## config.mk

```make
export PLATFORM = sky130hd
export DESIGN_NAME = instr_issue_reg
export DESIGN_NICKNAME = d
export VERILOG_FILES = /design/src/rtl/instr_issue_reg.sv
export SDC_FILE = /design/constraint.sdc
export NUM_CORES = 1
export LEC_CHECK = 0
export BUFFER_PORTS_ARGS = -buffer_cell sky130_fd_sc_hd__buf_2
export CAP_MARGIN = 20
export CELL_PAD_IN_SITES_DETAIL_PLACEMENT = 0
export CELL_PAD_IN_SITES_GLOBAL_PLACEMENT = 1
export CORE_UTILIZATION = 38
export CTS_CLUSTER_DIAMETER = 60
export DETAILED_ROUTE_END_ITERATION = 10
export PLACE_DENSITY_LB_ADDON = 0.12
export REMOVE_ABC_BUFFERS = 1
export SYNTH_ARGS = -nofsm -noshare
export SYNTH_HDL_FRONTEND = slang
export SYNTH_SLANG_ARGS = --single-unit
```

## constraint.sdc

```tcl
create_clock -name clk -period 2.2 [get_ports clk]
set_input_delay 0.44 -clock clk [delete_from_list [all_inputs] [get_ports clk]]
set_output_delay 0.44 -clock clk [all_outputs]
set_load 0.02 [all_outputs]
```

## src/rtl/instr_issue_reg.sv

```systemverilog
// Instruction register ahead of the data_mux select stage: decodes a byte stream into a held (sel, reg, imm) instruction.
// Optional IMM-wait timeout is enabled with `define INSTR_ISSUE_REG_IMM_TIMEOUT_EN.
module instr_issue_reg #(
  parameter int unsigned DATA_W      = 8,
  parameter int unsigned ERR_CNT_W   = 4,
  parameter int unsigned TIMEOUT_CYC = 15
) (
  input  logic                 clk,
  input  logic                 rst,
  input  logic                 in_valid,
  input  logic [DATA_W-1:0]    in_data,
  output logic                 in_ready,
  output logic                 out_valid,
  input  logic                 out_ready,
  output logic [2:0]           sel,
  output logic [4:0]           reg_fld,
  output logic [DATA_W-1:0]    imm,
  output logic [ERR_CNT_W-1:0] err_cnt
);

  localparam logic [ERR_CNT_W-1:0] ERR_MAX = '1;

  typedef enum logic [1:0] {
    S_FETCH = 2'd0,
    S_IMM   = 2'd1,
    S_HOLD  = 2'd2
  } state_t;

  state_t                 state_q, state_d;
  logic                   out_valid_d;
  logic [2:0]             sel_d;
  logic [4:0]             reg_d;
  logic [DATA_W-1:0]      imm_d;
  logic [ERR_CNT_W-1:0]   err_d;
  logic                   accept;
  logic                   decode;
  logic [2:0]             opcode;

`ifdef INSTR_ISSUE_REG_IMM_TIMEOUT_EN
  localparam int unsigned WAIT_W = 5;
  logic [WAIT_W-1:0] wait_q, wait_d;
`endif

  // Only a held, unaccepted instruction can stall the upstream byte stream.
  assign in_ready = (state_q != S_HOLD) || out_ready;
  assign accept   = in_valid && in_ready;
  assign opcode   = in_data[7:5];

  // Next-state and next-output logic
  always_comb begin
    state_d = state_q;
    sel_d   = sel;
    reg_d   = reg_fld;
    imm_d   = imm;
    err_d   = err_cnt;
    decode  = 1'b0;
`ifdef INSTR_ISSUE_REG_IMM_TIMEOUT_EN
    wait_d  = wait_q;
`endif

    case (state_q)
      S_FETCH: begin
        decode = accept;
      end
      S_IMM: begin
        if (accept) begin
          imm_d   = in_data;
          state_d = S_HOLD;
        end
`ifdef INSTR_ISSUE_REG_IMM_TIMEOUT_EN
        else if (wait_q == WAIT_W'(TIMEOUT_CYC - 1)) begin
          state_d = S_FETCH;
          if (err_cnt != ERR_MAX) err_d = err_cnt + ERR_CNT_W'(1);
        end else begin
          wait_d = wait_q + WAIT_W'(1);
        end
`endif
      end
      S_HOLD: begin
        if (out_ready) begin
          if (in_valid) decode = 1'b1;
          else          state_d = S_FETCH;
        end
      end
      default: state_d = S_FETCH;
    endcase

    // Opcode byte handling shared by FETCH and back-to-back issue from HOLD
    if (decode) begin
      case (opcode)
        3'b000, 3'b001: begin
          sel_d   = opcode;
          reg_d   = in_data[4:0];
          imm_d   = '0;
          state_d = S_HOLD;
        end
        3'b010: begin
          sel_d   = opcode;
          reg_d   = in_data[4:0];
          state_d = S_IMM;
`ifdef INSTR_ISSUE_REG_IMM_TIMEOUT_EN
          wait_d  = '0;
`endif
        end
        default: begin
          state_d = S_FETCH;
          if (err_cnt != ERR_MAX) err_d = err_cnt + ERR_CNT_W'(1);
        end
      endcase
    end

    out_valid_d = (state_d == S_HOLD);
  end

  // State and registered outputs
  always_ff @(posedge clk or posedge rst) begin
    if (rst) begin
      state_q   <= S_FETCH;
      out_valid <= 1'b0;
      sel       <= 3'b000;
      reg_fld   <= '0;
      imm       <= '0;
      err_cnt   <= '0;
    end else begin
      state_q   <= state_d;
      out_valid <= out_valid_d;
      sel       <= sel_d;
      reg_fld   <= reg_d;
      imm       <= imm_d;
      err_cnt   <= err_d;
    end
  end

`ifdef INSTR_ISSUE_REG_IMM_TIMEOUT_EN
  // Cycles spent in IMM without the immediate byte
  always_ff @(posedge clk or posedge rst) begin
    if (rst) wait_q <= '0;
    else     wait_q <= wait_d;
  end
`endif

endmodule

```

==> impl_metrics.csv <==
group,metric,value,unit
drt,post_drt_via_cell_ratio,5.04,
placed_design,dpl-instance-area,1210,sq um
sta,fmax,0.479,GHz
sta,layout_min_cycle_time,2.09,ns
sta,rsz0062_at_grt,"no",
yosys,ys_types,27,
global_route,grt_usage,0.145,
sta,worst_pin_slew,0.880,ns
critical_path,path_max_fanout,8,
sta,slew_headroom,0.408,
critical_path,crit_arrival,1.65,ns
status,status,"finished clean",
final_layout,design_area,1240,sq um
final_layout,areaGrowthSynthToFinish,22.0,%
sta,fin_hold_ws,0.136,ns
final_layout,finish.utilization,0.496,
global_route,grt_max_degree,24,
critical_path,critPathCaptureType,"output pin",
placed_design,hpwlAfterDp,1410,um
placed_design,numPlacedInstances,138,
clock_tree,post-cts-setup-buffer-count,0,
drt,final_antenna_net_count,0,
critical_path,critical_path.slowest_cell,"nor2b_1",
power_and_ir_drop,irDropWorstVdd,0.000583,V
global_route,grt_pass1_wl,2920,um
drt,drc,0,
drt,num_vias,716,
yosys,syn_inst,77,
final_layout,drive_above_1_share,0.482,
clock_tree,htree_levels,1,
clock_tree,cts-root-buf,"clkbuf_4",
clock_tree,clk_latency,0.31,ns
die,placeableCoreArea,2500,sq um
clock_tree,clkTransAtPathRegs,0.13,ns
final_layout,final.fill_count,233,
min_path,hold_path_class,"in -> async",
sta,skew,0.00552,ns
clock_tree,clock_sinks,23,
final_layout,n_antenna_cell,0,
drt,firstDrtPassIters,2,
critical_path,crit_chain,"nor2b_1, nand2b_1, buf_2",
drt,wl,1950,um
power_and_ir_drop,power_density,973,nW/um^2
global_route,gr-total-overflow,0,
drt,wl_per_cell,13.7,um
global_route,grt_pass1_vias,640,
yosys,ys_seq_area_frac,0.566,
critical_path,path_class,"reg -> out",
critical_path,cp_data_required_time,1.76,ns
die,die_height,53.7,um
drt,drt_iter0_drc,3,
placed_design,gp_congestion,0.694,
sta,setup_viol,0,
clock_tree,clockBufferDepth,2,
clock_tree,cts_buffers,3,
clock_tree,hold_buffers,0,
die,row_count,18,
sta,hold_viol,0,
die,start_util,0.407,
sta,final.period_utilization,0.949,
die,die_area,2890,sq um
die,dieWidth,53.7,um
critical_path,max_stage_delay,0.59,ns
yosys,synth_warnings,0,
clock_tree,cts_resized,0,
final_layout,layoutNonFillerInstCount,142,
sta,drv_slew,0,
power_and_ir_drop,p_leak,0.661,nW
global_route,antenna_found_initial,0,
die,pin_count,34,
flow_run,max_cap_viol_count,0,
yosys,syn_area_per_cell,13.2,sq um
yosys,synth_seq_cells,23,
placed_design,port_buffers,33,
clock_tree,cts_tree,"built",
critical_path,startpoint_type,"register",
sta,setup-tns-final,0,ns
final_layout,fin_nets,126,
yosys,syn_area,1020,sq um
-- layout make-up --
class / count / area (sq um) / area share
Sequential cell: 23 / 576 / 0.464
Multi-Input combinational cell: 49 / 420 / 0.339
Timing Repair Buffer: 34 / 173 / 0.139
Tap cell: 30 / 37.5 / 0.0302
Clock buffer: 3 / 22.5 / 0.0181
Inverter: 2 / 7.51 / 0.00605
Clock inverter: 1 / 5.00 / 0.00403
-- synthesized netlist by cell type --
cell type | count | area (sq um)
a21oi_1 | 1 | 5.00
clkbuf_1 | 1 | 3.75
nand2b_1 | 4 | 25.0
buf_2 | 1 | 5.00
and3_1 | 1 | 6.26
or3b_2 | 2 | 17.5
o22a_1 | 1 | 8.76
nor2_1 | 8 | 30.0
nor4_1 | 3 | 18.8
dfrtp_1 | 23 | 576
nor4b_1 | 1 | 8.76
o31a_1 | 1 | 8.76
nand3b_1 | 1 | 7.51
ha_1 | 1 | 12.5
inv_1 | 2 | 7.51
nor4_2 | 1 | 12.5
nor2b_1 | 1 | 6.26
mux2i_1 | 7 | 70.1
buf_6 | 1 | 11.3
o2bb2ai_1 | 1 | 8.76
xor2_1 | 1 | 8.76
o21ba_2 | 2 | 20.0
nand2b_2 | 1 | 8.76
a2111oi_4 | 1 | 27.5
nand3_1 | 1 | 5.00
mux2_2 | 8 | 90.1
and2b_1 | 1 | 7.51
-- cells by family (layout without fill, tap and decap cells) --
group                    after synthesis  in the layout  synth area share
AO/OA/AOI/OAI                          7              7            0.0775
flip-flops                            23             23             0.566
XOR/XNOR                               1              1           0.00861
AND/OR/NAND/NOR                       25             25             0.151
adder cells (fa/ha/maj)                1              1            0.0123
multiplexers                          15             15             0.157
buffers and inverters                  5             40            0.0271
-- stage by stage --
step,total power [mW],setup WS [ns]
3_5_place_dp,1.03,0.269
4_1_cts,1.23,0.109
6_report,1.21,0.112
3_3_place_gp,1.02,0.270
5_1_grt,1.29,0.00400
2_1_floorplan,0.876,0.425
-- state kept, by name, summed over array words and instances, names as in the netlist --
name	count
err_cnt	4
imm	8
out_valid	1
reg_fld	5
sel	3
state_q	2
-- worst max-delay path: cells and delay by family (launching register included) --
kind	cells	cell delay [ns]
buffers and inverters	1	0.20
DFF	1	0.37
and+or+nand+nor	2	0.76
-- placed cells by master, fill, tap and decap left out, drive strengths merged, types with 2 or more instances in the layout --
| master | synthesis | final |
|---|---|---|
| nand2b | 5 | 5 |
| mux2 | 8 | 8 |
| clkbuf | 1 | 3 |
| nor2 | 8 | 8 |
| or3b | 2 | 2 |
| inv | 2 | 2 |
| o21ba | 2 | 2 |
| nor4 | 4 | 4 |
| buf | 2 | 34 |
| dfrtp | 23 | 23 |
| mux2i | 7 | 7 |
-- worst paths after layout --
path                                      start                endpoint  slack [ns]  cells past startpoint
max                        state_q[1]$_DFF_PP0_                in_ready        0.11                      3
min                                         rst  err_cnt[2]$_DFFE_PP0P_        0.14                      3
max reg2reg                state_q[1]$_DFF_PP0_    state_q[1]$_DFF_PP0_        0.38                      3
min reg2reg                  sel[2]$_DFFE_PP0P_      sel[2]$_DFFE_PP0P_        0.51                      1
max in group asynchronous                   rst  reg_fld[2]$_DFFE_PP0P_        1.84                      3
min in group clk                     in_data[0]  reg_fld[0]$_DFFE_PP0P_        0.37                      2
-- power breakdown --
part           total, mW  internal, mW  switching (mW)
Clock              0.195        0.0679           0.127
Sequential         0.587         0.519          0.0678
Combinational      0.425         0.184           0.241
-- per-layer routing --
layer	wire, um	track usage	part of all wire
met4	15	0.0263	0.0077
met3	96	0.0508	0.049
met5	0	0	0
met1	898	0.182	0.46
met2	942	0.241	0.48
Note: power is estimated with default switching activity, not from simulation.
